`config.mk`:
```
export PLATFORM = sky130hd
export DESIGN_NAME = bram32_lsu_flat
export DESIGN_NICKNAME = d
export VERILOG_FILES = /design/src/rtl/bram32_lsu_if.sv /design/src/rtl/bram32_lsu.sv /design/src/flat_wrapper.sv
export SDC_FILE = /design/constraint.sdc
export NUM_CORES = 1
export LEC_CHECK = 0
export BUFFER_PORTS_ARGS = -buffer_cell sky130_fd_sc_hd__buf_2
export CAP_MARGIN = 15
export CORE_MARGIN = 2
export CORE_UTILIZATION = 40
export DETAILED_ROUTE_END_ITERATION = 10
export MAX_ROUTING_LAYER = met4
export PLACE_DENSITY = 0.81
export SYNTH_ARGS = -nofsm -noshare
export SYNTH_HDL_FRONTEND = slang
export SYNTH_SLANG_ARGS = --single-unit
```
`constraint.sdc`:
```
create_clock -name i_clk -period 1.71 [get_ports i_clk]
set_input_delay 0.2565 -clock i_clk [delete_from_list [all_inputs] [get_ports i_clk]]
set_output_delay 0.2565 -clock i_clk [all_outputs]
set_load 0.01 [all_outputs]
```
`src/rtl/bram32_lsu_if.sv`:
```
// ----------------------------------------------------------------------------
// bram32_lsu_if
//
// Purpose: bundles the CPU request/response handshake and the BRAM port of the
// bram32_lsu load/store unit into one interface.
//
// Signals (names keep the LSU's point of view: i_* into the LSU, o_* out):
//   Request  : i_req_valid, o_req_ready, i_req_we, i_req_addr (byte address),
//              i_req_size, i_req_unsigned, i_req_wdata
//   Response : o_rsp_valid, o_rsp_rdata, o_rsp_err
//   BRAM     : o_mem_addr (word), o_mem_wdata, o_mem_we, o_mem_wr_subaddr,
//              i_mem_rdata (registered read of the previous cycle's address)
//
// Modports:
//   slave  - the LSU itself
//   master - the environment (CPU pipeline plus BRAM)
// ----------------------------------------------------------------------------
interface bram32_lsu_if #(
  parameter int DEPTH = 512
);
  localparam int ADDR_WIDTH = $clog2(DEPTH);

  logic                  i_req_valid;
  logic                  o_req_ready;
  logic                  i_req_we;
  logic [ADDR_WIDTH+1:0] i_req_addr;
  logic [1:0]            i_req_size;
  logic                  i_req_unsigned;
  logic [31:0]           i_req_wdata;

  logic                  o_rsp_valid;
  logic [31:0]           o_rsp_rdata;
  logic                  o_rsp_err;

  logic [ADDR_WIDTH-1:0] o_mem_addr;
  logic [31:0]           o_mem_wdata;
  logic                  o_mem_we;
  logic [2:0]            o_mem_wr_subaddr;
  logic [31:0]           i_mem_rdata;

  modport slave (
    input  i_req_valid, i_req_we, i_req_addr, i_req_size, i_req_unsigned,
           i_req_wdata, i_mem_rdata,
    output o_req_ready, o_rsp_valid, o_rsp_rdata, o_rsp_err,
           o_mem_addr, o_mem_wdata, o_mem_we, o_mem_wr_subaddr
  );

  modport master (
    output i_req_valid, i_req_we, i_req_addr, i_req_size, i_req_unsigned,
           i_req_wdata, i_mem_rdata,
    input  o_req_ready, o_rsp_valid, o_rsp_rdata, o_rsp_err,
           o_mem_addr, o_mem_wdata, o_mem_we, o_mem_wr_subaddr
  );
endinterface

```
`src/rtl/bram32_lsu.sv`:
```
// ----------------------------------------------------------------------------
// bram32_lsu
//
// Purpose: load/store initiator for a 32-bit BRAM with byte subaddressing.
// Byte-addressed CPU requests are turned into a BRAM word address, a write
// subaddress and LSB-aligned write data; load data is lane-selected and sign-
// or zero-extended, and every request completes with a one-cycle response
// pulse (o_rsp_err flags misaligned or reserved-size requests).
//
// Ports:
//   i_clk  - clock
//   i_rst  - synchronous active-high reset
//   bus    - bram32_lsu_if.slave: request handshake, response pulse, BRAM port
//
// Parameters:
//   DEPTH  - BRAM depth in 32-bit words (power of two)
//
// Optional feature (compile-time macro BRAM32_LSU_MISALIGN_SPLIT_EN):
//   when defined, misaligned half/word accesses are completed instead of
//   rejected: loads read two consecutive words and merge them, stores are
//   broken into single-byte writes. Word addresses wrap modulo DEPTH.
// ----------------------------------------------------------------------------
module bram32_lsu #(
  parameter int DEPTH = 512
) (
  input logic         i_clk,
  input logic         i_rst,
  bram32_lsu_if.slave bus
);

  localparam int ADDR_WIDTH = $clog2(DEPTH);
  localparam int BA_WIDTH   = ADDR_WIDTH + 2;

`ifdef BRAM32_LSU_MISALIGN_SPLIT_EN
  typedef enum logic [2:0] {IDLE, RD_DATA, RESP, SPLIT_RD, SPLIT_WR} state_e;
`else
  typedef enum logic [1:0] {IDLE, RD_DATA, RESP} state_e;
`endif

  state_e                state_q, state_d;
  logic [BA_WIDTH-1:0]   addr_q, addr_d;
  logic [1:0]            size_q, size_d;
  logic                  unsigned_q, unsigned_d;
  logic [31:0]           rspData_q, rspData_d;
  logic                  rspErr_q, rspErr_d;

`ifdef BRAM32_LSU_MISALIGN_SPLIT_EN
  logic [31:0]           wdata_q, wdata_d;
  logic [31:0]           firstWord_q, firstWord_d;
  logic [1:0]            byteIdx_q, byteIdx_d;
  logic [BA_WIDTH-1:0]   splitAddr;
  logic [ADDR_WIDTH-1:0] nextWord;
  logic [1:0]            lastIdx;
  logic                  curMisaligned;
`endif

  logic [1:0]            reqOff;
  logic [ADDR_WIDTH-1:0] reqWord;
  logic                  reqMisaligned;
  logic                  reqBadSize;
  logic [63:0]           loadWindow;
  logic [31:0]           loadLane;

  logic                  ready;
  logic                  memWe;
  logic [ADDR_WIDTH-1:0] memAddr;
  logic [31:0]           memWdata;
  logic [2:0]            memSub;

  // Extends the selected load lane to 32 bits; word loads pass through.
  function automatic logic [31:0] extendLoad(input logic [31:0] lane,
                                             input logic [1:0]  size,
                                             input logic        uns);
    case (size)
      2'd0:    return uns ? {24'b0, lane[7:0]}  : {{24{lane[7]}}, lane[7:0]};
      2'd1:    return uns ? {16'b0, lane[15:0]} : {{16{lane[15]}}, lane[15:0]};
      default: return lane;
    endcase
  endfunction

  // BRAM subaddress for an aligned store: 1 = word, 2/3 = half, 4..7 = byte.
  function automatic logic [2:0] alignedSubaddr(input logic [1:0] size,
                                                input logic [1:0] off);
    case (size)
      2'd0:    return {1'b1, off};
      2'd1:    return {2'b01, off[1]};
      default: return 3'd1;
    endcase
  endfunction

  // Request decode: word index, byte offset and legality of the access.
  assign reqOff        = bus.i_req_addr[1:0];
  assign reqWord       = bus.i_req_addr[BA_WIDTH-1:2];
  assign reqBadSize    = (bus.i_req_size == 2'd3);
  assign reqMisaligned = ((bus.i_req_size == 2'd1) && reqOff[0]) ||
                         ((bus.i_req_size == 2'd2) && (reqOff != 2'b00));

  // Load lane selection. Aligned loads only shift within the returned word;
  // a split load places the second word above the first so one right shift
  // by the byte offset lines the access up at bit 0.
`ifdef BRAM32_LSU_MISALIGN_SPLIT_EN
  assign curMisaligned = ((size_q == 2'd1) && addr_q[0]) ||
                         ((size_q == 2'd2) && (addr_q[1:0] != 2'b00));
  assign loadWindow    = curMisaligned ? {bus.i_mem_rdata, firstWord_q}
                                       : {32'b0, bus.i_mem_rdata};
  assign splitAddr     = addr_q + BA_WIDTH'(byteIdx_q);
  assign nextWord      = addr_q[BA_WIDTH-1:2] + ADDR_WIDTH'(1);
  assign lastIdx       = (size_q == 2'd1) ? 2'd1 : 2'd3;
`else
  assign loadWindow    = {32'b0, bus.i_mem_rdata};
`endif
  assign loadLane      = 32'(loadWindow >> {addr_q[1:0], 3'b000});

  // Next-state and BRAM port logic. The request is only looked at in IDLE,
  // where its fields are captured; later states work from the latched copy so
  // the CPU may change its inputs freely once the request has been accepted.
  // The response registers default to zero every cycle so rdata/err are only
  // non-zero during the single RESP cycle.
  always_comb begin
    state_d    = state_q;
    addr_d     = addr_q;
    size_d     = size_q;
    unsigned_d = unsigned_q;
    rspData_d  = 32'b0;
    rspErr_d   = 1'b0;
    ready      = 1'b0;
    memWe      = 1'b0;
    memAddr    = addr_q[BA_WIDTH-1:2];
    memWdata   = 32'b0;
    memSub     = 3'd1;
`ifdef BRAM32_LSU_MISALIGN_SPLIT_EN
    wdata_d     = wdata_q;
    firstWord_d = firstWord_q;
    byteIdx_d   = byteIdx_q;
`endif

    case (state_q)
      IDLE: begin
        ready   = 1'b1;
        memAddr = reqWord;
        if (bus.i_req_valid) begin
          addr_d     = bus.i_req_addr;
          size_d     = bus.i_req_size;
          unsigned_d = bus.i_req_unsigned;
`ifdef BRAM32_LSU_MISALIGN_SPLIT_EN
          wdata_d    = bus.i_req_wdata;
          byteIdx_d  = 2'd1;
`endif
          if (reqBadSize) begin
            rspErr_d = 1'b1;
            state_d  = RESP;
          end else if (reqMisaligned) begin
`ifdef BRAM32_LSU_MISALIGN_SPLIT_EN
            // First byte of a split store goes out right away; the rest
            // follow from SPLIT_WR. Split loads fetch the second word next.
            if (bus.i_req_we) begin
              memWe    = 1'b1;
              memSub   = {1'b1, reqOff};
              memWdata = {24'b0, bus.i_req_wdata[7:0]};
              state_d  = SPLIT_WR;
            end else begin
              state_d  = SPLIT_RD;
            end
`else
            rspErr_d = 1'b1;
            state_d  = RESP;
`endif
          end else if (bus.i_req_we) begin
            memWe    = 1'b1;
            memSub   = alignedSubaddr(bus.i_req_size, reqOff);
            memWdata = bus.i_req_wdata;
            state_d  = RESP;
          end else begin
            state_d  = RD_DATA;
          end
        end
      end

      RD_DATA: begin
        rspData_d = extendLoad(loadLane, size_q, unsigned_q);
        state_d   = RESP;
      end

`ifdef BRAM32_LSU_MISALIGN_SPLIT_EN
      // The first word's data arrives now while the following word (wrapping
      // at the top of the BRAM) is addressed.
      SPLIT_RD: begin
        memAddr     = nextWord;
        firstWord_d = bus.i_mem_rdata;
        state_d     = RD_DATA;
      end

      // One byte per cycle; the byte address wraps with the BRAM size.
      SPLIT_WR: begin
        memAddr   = splitAddr[BA_WIDTH-1:2];
        memWe     = 1'b1;
        memSub    = {1'b1, splitAddr[1:0]};
        memWdata  = {24'b0, 8'(wdata_q >> {byteIdx_q, 3'b000})};
        byteIdx_d = byteIdx_q + 2'd1;
        if (byteIdx_q == lastIdx) begin
          state_d = RESP;
        end
      end
`endif

      RESP: begin
        state_d = IDLE;
      end

      default: begin
        state_d = IDLE;
      end
    endcase
  end

  // State and request/response registers. Reset abandons any operation in
  // flight without producing a response.
  always_ff @(posedge i_clk) begin
    if (i_rst) begin
      state_q    <= IDLE;
      addr_q     <= '0;
      size_q     <= 2'd0;
      unsigned_q <= 1'b0;
      rspData_q  <= 32'b0;
      rspErr_q   <= 1'b0;
`ifdef BRAM32_LSU_MISALIGN_SPLIT_EN
      wdata_q     <= 32'b0;
      firstWord_q <= 32'b0;
      byteIdx_q   <= 2'd0;
`endif
    end else begin
      state_q    <= state_d;
      addr_q     <= addr_d;
      size_q     <= size_d;
      unsigned_q <= unsigned_d;
      rspData_q  <= rspData_d;
      rspErr_q   <= rspErr_d;
`ifdef BRAM32_LSU_MISALIGN_SPLIT_EN
      wdata_q     <= wdata_d;
      firstWord_q <= firstWord_d;
      byteIdx_q   <= byteIdx_d;
`endif
    end
  end

  // Ready and write enable are forced low while reset is held, even though
  // the state register only clears on the next edge.
  assign bus.o_req_ready      = ready & ~i_rst;
  assign bus.o_mem_we         = memWe & ~i_rst;
  assign bus.o_mem_addr       = memAddr;
  assign bus.o_mem_wdata      = memWdata;
  assign bus.o_mem_wr_subaddr = memSub;
  assign bus.o_rsp_valid      = (state_q == RESP);
  assign bus.o_rsp_rdata      = rspData_q;
  assign bus.o_rsp_err        = rspErr_q;

endmodule

```
`src/flat_wrapper.sv`:
```
// flat-port wrapper written by rule: the top's interface ports become plain ports
module bram32_lsu_flat 
#(
  parameter int DEPTH = 512
)
  (i_clk, i_rst, bus_i_req_valid, bus_i_req_we, bus_i_req_addr, bus_i_req_size, bus_i_req_unsigned, bus_i_req_wdata, bus_i_mem_rdata, bus_o_req_ready, bus_o_rsp_valid, bus_o_rsp_rdata, bus_o_rsp_err, bus_o_mem_addr, bus_o_mem_wdata, bus_o_mem_we, bus_o_mem_wr_subaddr);
  bram32_lsu_if #(.DEPTH(DEPTH)) bus_i ();
  input logic i_clk;
  input logic i_rst;
  input wire logic [$bits(bus_i.i_req_valid)-1:0] bus_i_req_valid;
  input wire logic [$bits(bus_i.i_req_we)-1:0] bus_i_req_we;
  input wire logic [$bits(bus_i.i_req_addr)-1:0] bus_i_req_addr;
  input wire logic [$bits(bus_i.i_req_size)-1:0] bus_i_req_size;
  input wire logic [$bits(bus_i.i_req_unsigned)-1:0] bus_i_req_unsigned;
  input wire logic [$bits(bus_i.i_req_wdata)-1:0] bus_i_req_wdata;
  input wire logic [$bits(bus_i.i_mem_rdata)-1:0] bus_i_mem_rdata;
  output wire logic [$bits(bus_i.o_req_ready)-1:0] bus_o_req_ready;
  output wire logic [$bits(bus_i.o_rsp_valid)-1:0] bus_o_rsp_valid;
  output wire logic [$bits(bus_i.o_rsp_rdata)-1:0] bus_o_rsp_rdata;
  output wire logic [$bits(bus_i.o_rsp_err)-1:0] bus_o_rsp_err;
  output wire logic [$bits(bus_i.o_mem_addr)-1:0] bus_o_mem_addr;
  output wire logic [$bits(bus_i.o_mem_wdata)-1:0] bus_o_mem_wdata;
  output wire logic [$bits(bus_i.o_mem_we)-1:0] bus_o_mem_we;
  output wire logic [$bits(bus_i.o_mem_wr_subaddr)-1:0] bus_o_mem_wr_subaddr;
  assign bus_i.i_req_valid = bus_i_req_valid;
  assign bus_i.i_req_we = bus_i_req_we;
  assign bus_i.i_req_addr = bus_i_req_addr;
  assign bus_i.i_req_size = bus_i_req_size;
  assign bus_i.i_req_unsigned = bus_i_req_unsigned;
  assign bus_i.i_req_wdata = bus_i_req_wdata;
  assign bus_i.i_mem_rdata = bus_i_mem_rdata;
  assign bus_o_req_ready = bus_i.o_req_ready;
  assign bus_o_rsp_valid = bus_i.o_rsp_valid;
  assign bus_o_rsp_rdata = bus_i.o_rsp_rdata;
  assign bus_o_rsp_err = bus_i.o_rsp_err;
  assign bus_o_mem_addr = bus_i.o_mem_addr;
  assign bus_o_mem_wdata = bus_i.o_mem_wdata;
  assign bus_o_mem_we = bus_i.o_mem_we;
  assign bus_o_mem_wr_subaddr = bus_i.o_mem_wr_subaddr;
  bram32_lsu #(.DEPTH(DEPTH)) u_core (.i_clk(i_clk), .i_rst(i_rst), .bus(bus_i));
endmodule
```
Word-level counts from Yosys, hierarchy flattened

Cells that the tools add are included.
Widths: inputs -> output; s select.

Register bits: 49
Logic and storage cells: 58

Eq/ne operators: 7
Shift operators: 1
Mux-type cells: 28
Bitwise logic cells: 6
Reduce and logical (&&, ||, !) cells: 10

Operators by type and width:

| kind               | number |
|---|---|
| $mux 32            | 7 |
| $pmux 32 s2        | 1 |
| $shr 32x5->32      | 1 |
| $mux 3             | 5 |
| $mux 9             | 1 |
| $mux 1             | 8 |
| $mux 2             | 4 |
| $eq 2x1->1 const B | 3 |
| $eq 2x2->1 const B | 3 |
| $logic_not 2->1    | 3 |
| $pmux 3 s2         | 1 |
| $not 1->1          | 4 |
| $pmux 2 s2         | 1 |
| $reduce_or 3->1    | 1 |
| $and 1x1->1        | 2 |
| $logic_and 1x1->1  | 2 |
| $ne 2x2->1 const B | 1 |
| $reduce_and 2->1   | 1 |
| $reduce_bool 2->1  | 1 |
| $reduce_or 2->1    | 1 |
| $logic_or 1x1->1   | 1 |

Logic depth before layout (Yosys ltp)

Gate-level depths: netlist (run 1).

Depth in word-level cells: 8
Depth in mapped cells: 6
Gate-level depth less buffers: 4

Least setup slack after synthesis (run 1)

OpenSTA, ideal clock, no wires.

Kind: reg-to-output
Start point: register u_core.state_q[1]
End point: output port bus_o_mem_wdata[10]
Arrival time: 1,366 ps
Path slack: 87 ps
Stages on the path, launching flop included: 7
Buffers on the path: 2
Path through: dfxtp_1 > nor2_1 > and2_1 > clkbuf_1 > and3_1 > clkbuf_1 > and2_1

Longest elaborated chain between the ends: 2

Ends and longest elaborated chain:

| element                  | RTL line           | source |
|---|---|---|
| start: declaration       | bram32_lsu.sv:40   | `state_e state_q, state_d;` |
| start signal: assignment | bram32_lsu.sv:232  | `state_q <= state_d;` |
| $logic_not 2->1          | bram32_lsu.sv:137  | `case (state_q)` |
| $mux 32                  | bram32_lsu.sv:137  |  |
| end: declaration         | flat_wrapper.sv:22 | `output wire logic [$bits(bus_i.o_mem_wdata)-1:0] bus_o_mem_wdata;` |

Every way passes these cells.

Final worst setup path (run 1)

Start point: register u_core.state_q[1]
End point: output port bus_o_mem_we

Longest elaborated chain between the ends: 3

Ends and longest elaborated chain:

| element          | RTL line           | source |
|---|---|---|
| $logic_not 2->1  | bram32_lsu.sv:137  |  |
| $mux 1           | bram32_lsu.sv:137  |  |
| $and 1x1->1      | bram32_lsu.sv:249  | `assign bus.o_mem_we = memWe & ~i_rst;` |
| end: declaration | flat_wrapper.sv:23 | `output wire logic [$bits(bus_i.o_mem_we)-1:0] bus_o_mem_we;` |

Every way passes these cells.

==> results of run 1 <==
## stage by stage
| stage | power (mW) | cell area [um2] | utilization [%] |
|---|---|---|---|
| 2_1_floorplan | 1.484 | 2376 | - |
| 3_3_place_gp | 1.696 | 3276 | 56.33 |
| 3_5_place_dp | 1.707 | 3276 | 56.33 |
| 4_1_cts | 2.551 | 3527 | 60.65 |
| 5_1_grt | 2.729 | 3782 | 65.04 |
| 6_report | 2.622 | 3782 | 65.04 |
## timing repair
item                       4_1_cts  5_1_grt
pin swaps                       22       13
hold endpoints to repair         0        0
gates resized for setup         24       57
setup endpoints to repair       49       57
cloned                           3        2
buffers inserted                 4        2
## synthesized netlist by cell type (5+ instances only)
| cell type | n |
|---|---|
| a211oi_1 | 22 |
| a21o_1 | 9 |
| a21oi_1 | 16 |
| and2_1 | 33 |
| buf_2 | 7 |
| clkbuf_1 | 11 |
| dfxtp_1 | 49 |
| mux2_2 | 9 |
| mux2i_1 | 20 |
| nand2_1 | 29 |
| nor2_1 | 21 |
| nor2b_1 | 11 |
| nor3_1 | 5 |
| o21ai_1 | 8 |
## cells by family after synthesis
family | count (synthesis) | share of synthesized area, %
compound gates | 59 | 16.17
buf+inv | 22 | 4.160
flops | 49 | 41.28
mux | 30 | 13.64
simple gates | 111 | 24.75
## critical path, stage by stage, from the launching register on
cell and delay [ns]:
dfxtp_4 0.37, nor2_4 0.08, and2_4 0.16, and3_4 0.25, buf_6 0.13, nor2b_1 0.11
buf_2 0.14
## power by group
| part | internal, mW | switching (mW) |
|---|---|---|
| clock | 0.438 | 0.388 |
| sequential | 1.17 | 0.0251 |
| combinational | 0.309 | 0.289 |
| total | 1.92 | 0.702 |
## state kept, by name, indices dropped and copies added (netlist names)
signal and count:
u_core.size_q 2, u_core.unsigned_q 1, u_core.bus.o_rsp_err 1, u_core.addr_q 11, u_core.bus.o_rsp_rdata 32, u_core.state_q 2
## layout make-up
cell class	instances	area, um2	share of cell area, %
clock buffers	5	68.82	1.819
clock inverters	3	43.79	1.158
inverters	1	3.754	0.09924
multi-input cells	200	1398	36.95
flip-flops and latches	49	985.9	26.07
well taps	75	93.84	2.481
repair buffers	183	1189	31.43
## per-layer routing
layer / track usage [%] / share of wire (%)
met1: 25.69 / 39
met2: 36.94 / 50
met4: 6.610 / 1.7
met3: 4.889 / 9.0
met5: - / 0
## placed cells by master, fill, tap and decap left out, types with 5 or more instances in the layout
master	synthesis	layout
nor2b_1	11	11
o21ai_1	8	8
buf_4	0	13
mux2_2	9	5
nand2_1	29	29
buf_6	1	36
a211oi_1	22	22
a21o_1	9	9
and2_4	0	25
dfxtp_1	49	47
and2_1	33	8
clkbuf_8	0	5
nor3_1	5	5
a21oi_1	16	16
mux2i_1	20	20
nor2_1	21	19
buf_2	7	133
## worst max path at each step
| stage | end | slack (ns) | depth (start not counted) |
|---|---|---|---|
| detailed placement | u_core.bus.o_rsp_rdata[27] | 0.002 | 4 |
| floorplan | bus_o_mem_wdata[10] | 0.09 | 6 |
| global route | bus_o_mem_wdata[23] | -0.14 | 6 |
| finish | bus_o_mem_we | -0.08 | 6 |
| global placement | u_core.bus.o_rsp_rdata[27] | 0.05 | 5 |
| CTS | bus_o_mem_we | -0.09 | 6 |
==> results.md, run 1 <==
* Tot GR Track Use at 21.75%
* WP data arrival at ~1.5 ns
* Setup slack after layout at -0.08352 ns
* Routed vias at 2613
* Seq/Total Area, Yosys at 41.28%
* DR DRC count at 0
* Initial antenna violation count at 0
* Critical Path RT at 1.45 ns
* Area Growth Syn to Fin at 59.19%
* R2r endpoint: u_core.bus.o_rsp_rdata[27]
* Reg2Reg Setup Slack at 0.04 ns
* R2r startpoint: u_core.state_q[0]
* Fin. Hold Viols at 0
* CTS Buf Count at 5
* GRT overflow at 0
* Top-area cell type share of the netlist area at between 40% and 50%
* Hold Path Depth at 2
* Hold WC Path Type: input pin to register
* Die height at approximately 81 um
* First-pass DRT Iterations at 4
* Initial Utilization at around two fifths
* Pin slew with the least headroom to its limit at approximately 0.62 ns
* Largest net degree at the start of global routing at 30
* Finish-stage setup viols at 34
* Fillers at 467
* Synthesized cell area at 2376 um2
* Clock Skews at 0.005593 ns
* Core Region at 5816 um2
* Area contributors post-synth: dfxtp_1 (41%), and2_1 (8.7%), mux2i_1 (8.4%)
* Rel. slew slack at 58.63%
* Launch point of the worst path: u_core.state_q[1]
* Max-Cap Viols at 0
* Min Tclk post-route at 1.794 ns
* Synth area leader: dfxtp_1
* Critical path class: register to primary output
* Maximum VDD drop at 0.0005561 V
* WHS at 0.1877 ns
* Yosys warning count at 0
* Final #Nets at approximately 520
* Netlist cell types at 31
* CP max FO at 7
* Synthesized area per cell at ~9 um2
* # IOs at 162
* Worst Setup End Kind: primary output
* Hold_sp: bus_i_mem_rdata[26]
* Most used flip-flop cell after synthesis: dfxtp_1
* H-tree depth at 2
* Startpoint types: register
* First-pass GRT wire length at 10890 um
* Yosys reg bits at approximately 50
* CTS tree: built
* Number of port buffers at roughly 160
* Failing checks: negative setup slack
* GPL Wtd Cong at 0.8335
* First DRT Iteration DRCs at ~110
* Finished Layout Cells at slightly above 500
* Post-Place Setup Slack at 0.002383 ns
* Final Slew Violations at 0
* CTS Sinks at slightly below 50
* Power per cell area at just under 700 nW/um2
* Routed wire length at 8217 um
* Async SR Flop Fraction at 0%
* Cell total after placement at 497
* Clock slew seen by the registers of the worst setup and hold paths at about 0.09 ns
* CTS Buffer Depth at 2
* Worst Hold End: u_core.bus.o_rsp_rdata[26]
* Die width at 81.07 um
* DR WL/cell at 15.92 um
* EDFF count, synth at 0
* Die area at 6572 um2
* Hold buffers post-CTS at 0
* Fin crit share at 104.9%
* LEAKAGE at 1.936 nW
* Clk Tree Root Cell: clkbuf_8
* Post-Syn Nets at 353
* Worst-Skew Late Latency at 0.30 ns
* Worst-case reg-to-reg path depth at 6
* Hpwl dp at roughly 5200 um
* RSZ-0062 raised after global routing: true
* Syn Inst Count at 271
* Setup_tns at -2.094 ns
* Status: finished with violations
* Ratio of cells with drive above 1 in the final layout at 53.51%
* Antenna-violating nets left at 0
* Num rows at 28
* Fmax at 557.6 MHz
* Routed vias/inst at ~5.1
* Vias in the first global route at about 2300
* N_diodes at 0
(Power assumes the default switching activity.)
==> run 2, diff against run 1 <==
- CELL_PAD_IN_SITES_DETAIL_PLACEMENT: unset -> 1
- CELL_PAD_IN_SITES_GLOBAL_PLACEMENT: unset -> 1
- CORE_UTILIZATION: 40 -> 29
- CTS_BUF_LIST: unset -> sky130_fd_sc_hd__clkbuf_8
- PLACE_DENSITY: 0.81 -> 0.84
==> run 2 against run 1 <==
  * The run still ends with negative setup slack left
  * Via count increased by 0.38%
  * Sequential power about the same
  * Flip-flop and latch count unchanged
  * Non-clock buffer count down 4
  * Clock power shrank 16%
  * Critical endpoint unchanged
  * Highest routed layer unchanged
==> results.md, run 2 (same netlist as run 1, synthesis figures left out) <==
* Num rows at 33
* Pin slew with the least headroom to its limit at 0.6825 ns
* Power per cell area at 678.4 nW/um2
* CP peak stage delay at ~0.36 ns
* Critical Path RT at 1.45 ns
* GRT overflow at 0
* Vias in the first global route at about 2600
* Clk Tree Root Cell: clkbuf_8
* Ratio of cells with drive above 1 in the final layout at 48.74%
* Setup slack after layout at -0.1194 ns
* Hold buffers post-CTS at 0
* Number of port buffers at approximately 160
* Routed wire length at around 8700 um
* Fin. Hold Viols at 0
* Min Tclk post-route at 1.829 ns
* Met1 WL at 3311 um
* Worst Hold End: u_core.bus.o_rsp_rdata[29]
* Antenna-violating nets left at 0
* Tot Pwr at 2.442 mW
* Fmax at 546.6 MHz
* Clock slew seen by the registers of the worst setup and hold paths at 0.09 ns
* Area Growth Syn to Fin at 51.50%
* Finish-stage setup viols at 42
* First-pass DRT Iterations at 4
* RSZ-0062 raised after global routing: true
* Largest net degree at the start of global routing at 30
* Leading cell type in the layout, fill and taps excluded: buf_2
* Rel. slew slack at 54.40%
* Area of the multi-input gates at ~1400 um2
* Die area at 8933 um2
* Critical path class: register to primary output
* Slowest CP cell: dfxtp_4
* R2r startpoint: u_core.state_q[1]
* N_diodes at 0
* Core Region at 8093 um2
* Most frequent cells in the layout: buf_2 (155), dfxtp_1 (47), and2_1 (29), nand2_1 (29), a211oi_1 (22)
* Worst Setup End Kind: primary output
* DR WL/cell at 16.06 um
* Final #Nets at 518
* Hold_sp: bus_i_mem_rdata[29]
* H-tree depth at 2
* Initial Utilization at between 20% and 30%
* # IOs at 162
* Max-Cap Viols at 0
* CTS Buffer Depth at 2
* CP max FO at 17
* CTS tree: built
* Max FFs per register at 32
* Maximum VDD drop at a little over 0.0004 V
* Clock Skews at 0.003592 ns
* Worst-case reg-to-reg path depth at 5
* Startpoint types: register
* LEAKAGE at 1.825 nW
* Status: finished with violations
* Setup_tns at -3.161 ns
* Register area at 985.9 um2
* Routed vias/inst at 4.839
* GPL Wtd Cong at roughly 0.93
* Final Slew Violations at 0
* CTS Buf Count at 5
* R2r endpoint: u_core.bus.o_rsp_rdata[26]
* Hpwl dp at 6685 um
* Reg2Reg Setup Slack at -0.03 ns
* Met3 WL at 617 um
* Fin crit share at 107.0%
* Tot GR Track Use at 19.18%
* Failing checks: negative setup slack
* First DRT Iteration DRCs at 55
* Worst-path cell chain: nor2_4, and2_4, and3_4, buf_12, nor2b_1, buf_2
* DR DRC count at 0
* Max Used Layer: met4
* Hold Path Depth at 2
* Worst-Skew Late Latency at 0.30 ns
* Die width at 94.52 um
* First-pass GRT wire length at 12910 um
* WP data arrival at roughly 1.6 ns
* Hold WC Path Type: input pin to register
* Met2 WL post-DR at 4688 um
* Fillers at just over 1000
* Die height at between 90 and 100 um
* CTS Sinks at 49
* Routed vias at 2623
* Initial antenna violation count at 0
[run 2: changes by cell type in the layout (fill, tap and decap cells not counted), moves of 2 or more]
cell	delta
mux2_4	-4
buf_2	+22
and2_4	-21
mux2_2	+4
clkinvlp_4	+3
buf_6	-28
nor2_4	+2
and2_1	+21
[run 2: critical path: cells and delay by family (launching register included)]
family                 cells  cell delay [ns]
and+or+nand+nor            4             0.62
DFF                        1             0.36
buffers and inverters      2             0.28
[run 2: how the worst max path moves through the flow]
stage	start	end	slack, ns	depth (start not counted)
CTS	u_core.state_q[1]	bus_o_mem_we	-0.12	6
floorplan	u_core.state_q[1]	bus_o_mem_wdata[10]	0.09	6
finish	u_core.state_q[1]	bus_o_mem_we	-0.12	6
detailed placement	u_core.state_q[0]	u_core.bus.o_rsp_rdata[26]	0.03	5
global route	u_core.state_q[1]	bus_o_mem_we	-0.17	6
global placement	i_rst	u_core.bus.o_rsp_rdata[30]	0.08	6
[run 2: power by group]
group | total [mW] | leakage, nW | internal [mW] | switching, mW
Clock | 0.694 | 0.0364 | 0.288 | 0.406
Combinational | 0.551 | 1.39 | 0.266 | 0.285
Sequential | 1.20 | 0.399 | 1.17 | 0.0249
Total | 2.44 | 1.82 | 1.73 | 0.716
[run 2: final cells by class]
type / instances / share of cell area [%]
Sequential cell: 49 / 27.39
Timing Repair Buffer: 179 / 28.64
Multi-Input combinational cell: 200 / 37.68
Clock buffer: 5 / 1.912
Clock inverter: 3 / 0.6257
Tap cell: 105 / 3.650
Inverter: 1 / 0.1043
[run 2: stage by stage]
stage	hold WS [ns]	instance area [um2]	instances	util (%)	setup slack (ns)
floorplan	0.3666	2376	271	-	0.08739
global placement	0.4414	3326	527	41.09	0.07628
detailed placement	0.4485	3326	527	41.09	0.02533
CTS	0.1733	3505	540	43.31	-0.1185
global route	0.1675	3600	542	44.48	-0.1726
finish	0.1759	3600	542	44.48	-0.1194
[run 2: routing by layer]
| metal | up-vias | global-route usage, % |
|---|---|---|
| met4 | 0 | 3.261 |
| met1 | 1213 | 19.93 |
| met3 | 11 | 3.751 |
| met2 | 138 | 37.62 |
| li1 | 1261 | - |
| met5 | - | - |
[run 2: repair_timing]
item | 4_1_cts | 5_1_grt
setup buffers | 4 | 2
cloned | 1 | 0
pin swaps | 3 | 4
resized for setup | 11 | 18
endpoints found under the setup margin | 44 | 61
endpoints found under the hold margin | 0 | 0
==> run 3, diff against run 2 <==
- CORE_UTILIZATION: 29 -> 26
- PLACE_DENSITY: 0.84 -> 0.8
- clock period: 1.71 -> 1.6 ns (I/O delays scaled with it)
==> run 3 against run 2 <==
  * Combinational power increased by 10%
  * Critical endpoint is now bus_o_mem_wdata[28]
  * Critical path type unchanged
  * Utilization is 1.8 points lower
  * Setup slack lost 0.15 ns
  * The run still ends with negative setup slack left
==> results.md, run 3 (same netlist as run 1, synthesis figures left out) <==
* Status: finished with violations
* Failing checks: negative setup slack
* Met3 WL at 536 um
* RSZ-0062 raised after global routing: true
* Worst-path cell chain: buf_6, nor2_4, and2_4, and3_4, buf_16, and2_1, buf_2
* Launch point of the worst path: u_core.state_q[0]
* Core Region at around 8800 um2
* CP peak stage delay at between 0.3 and 0.4 ns
* Number of port buffers at around 160
* Clock slew seen by the registers of the worst setup and hold paths at roughly 0.09 ns
* Sw power at 0.7538 mW
* Critical path class: register to primary output
* Initial Utilization at between 20% and 30%
* Die area at between 9000 and 10000 um2
* Hold WC Path Type: input pin to register
* Fmax at 535.9 MHz
* Final #Nets at ~530
* LEAKAGE at about 1.9 nW
* Power per cell area at 738.2 nW/um2
* Clock Skews at 0.006218 ns
* CTS Sinks at 49
* Area Growth Syn to Fin at 58.35%
* Finish-stage setup viols at 45
* WP data arrival at 1.63 ns
* # IOs at 162
* Die height at 99.60 um
* Routed wire length at 8484 um
* R2r endpoint: u_core.bus.o_rsp_rdata[17]
* First DRT Iteration DRCs at 58
* Met2 WL post-DR at 4268 um
* Setup_tns at -10.48 ns
* Cell total after placement at 540
* Slowest CP cell: dfxtp_2
* Max FFs per register at 32
* Rel. slew slack at 60.18%
* Buffers & Inverters on Critical Path at 3
* Int Pwr at just over 2 mW
* Most frequent cells in the layout: buf_2 (147), dfxtp_1 (47), nand2_1 (28)
* Seq pwr share at 46.0%
* First-pass DRT Iterations at 4
* Max-Cap Viols at 0
* Startpoint types: register
* Critical Path RT at 1.36 ns
* Fin. Hold Viols at 0
* Worst-Skew Late Latency at 0.30 ns
* Top delay family on crit path: simple AND/OR/NAND/NOR gates
* Maximum VDD drop at 0.0004555 V
* CP max FO at 16
* Final Slew Violations at 0
* Fillers at 1076
* CTS Buffer Depth at 2
* N_diodes at 0
* Routed vias at 2599
* Die width at 99.60 um
* First-pass GRT wire length at 13120 um
* Ratio of cells with drive above 1 in the final layout at 51.69%
* Initial antenna violation count at 0
* Hpwl dp at 6470 um
* Finished Layout Cells at 553
* Largest net degree at the start of global routing at 23
* CP Capture Point: bus_o_mem_wdata[28]
* DR DRC count at 0
* Final instance area at about 3800 um2
* Routed vias/inst at 4.700
* Tot GR Track Use at approximately 17%
* Antenna-violating nets left at 0
* Hold buffers post-CTS at 0
* DR WL/cell at 15.34 um
* Leading cell type in the layout, fill and taps excluded: buf_2
* CTS tree: built
* Net Sw Frac at 27.14%
* CTS Buf Count at 5
* Vias in the first global route at 2704
* Reg2Reg Setup Slack at 0.06 ns
* R2r startpoint: u_core.state_q[1]
* Worst-case reg-to-reg path depth at 4
* Met1 WL at 3622 um
* Worst Setup End Kind: primary output
* Clock power share at 32.2%
* H-tree depth at 2
* GRT overflow at 0
* Num rows at 34
* Gate power share at between 20 and 25%
* Fin crit share at 116.6%
* Max Used Layer: met4
* Final core utilization at 42.73%
* CP Depth at 7
* GPL Wtd Cong at 0.7968
* Min Tclk post-route at 1.866 ns
* Pin slew with the least headroom to its limit at 0.5960 ns
* Setup slack after layout at -0.2660 ns
* Placed inst area at 3392 um2
* Clk Tree Root Cell: clkbuf_8
## run 3: layout make-up
class | instances | area [um2] | area share, %
multi-input combinational | 200 | 1379 | 36.65
clock inverter | 3 | 42.54 | 1.131
clock buffer | 5 | 68.82 | 1.829
timing repair buffer | 187 | 1150 | 30.56
inverter | 1 | 3.754 | 0.09977
tap | 108 | 135.1 | 3.592
sequential | 49 | 983.4 | 26.14
## run 3: worst min path at each step
| stage | slack [ns] | depth (start not counted) | end | start |
|---|---|---|---|---|
| floorplan | 0.35 | 1 | u_core.bus.o_rsp_rdata[24] | bus_i_mem_rdata[24] |
| global placement | 0.44 | 2 | u_core.addr_q[6] | u_core.addr_q[6] |
| detailed placement | 0.45 | 2 | u_core.addr_q[8] | u_core.addr_q[8] |
| CTS | 0.15 | 2 | u_core.bus.o_rsp_rdata[29] | bus_i_mem_rdata[29] |
| global route | 0.15 | 2 | u_core.bus.o_rsp_rdata[30] | bus_i_mem_rdata[30] |
| finish | 0.16 | 2 | u_core.bus.o_rsp_rdata[29] | bus_i_mem_rdata[29] |
## run 3: per-stage QoR
| step | setup slack [ns] | hold slack (ns) | power [mW] |
|---|---|---|---|
| floorplan | -0.006109 | 0.3501 | 1.586 |
| global placement | -0.02185 | 0.4411 | 1.840 |
| detailed placement | -0.08589 | 0.4516 | 1.856 |
| CTS | -0.2947 | 0.1491 | 2.773 |
| global route | -0.3616 | 0.1522 | 2.910 |
| finish | -0.2660 | 0.1576 | 2.777 |
## run 3: routing by layer
layer  track usage, %  vias up
met1            19.44     1213
li1                 -     1271
met2            30.67      107
met5                -        -
met4            2.213        0
met3            3.443        8
## run 3: timing repair
action	CTS	global route
endpoints found under the setup margin	60	79
pin swaps	4	8
cloned	1	1
buffers inserted	2	1
gates resized for setup	17	29
endpoints found under the hold margin	0	0
## run 3: power groups by stage
stage | combinational [mW] | clock (mW) | sequential, mW
floorplan | 0.286 | 0 | 1.30
global placement | 0.538 | 0 | 1.30
detailed placement | 0.552 | 0 | 1.30
CTS | 0.580 | 0.916 | 1.28
global route | 0.663 | 0.963 | 1.28
finish | 0.606 | 0.893 | 1.28
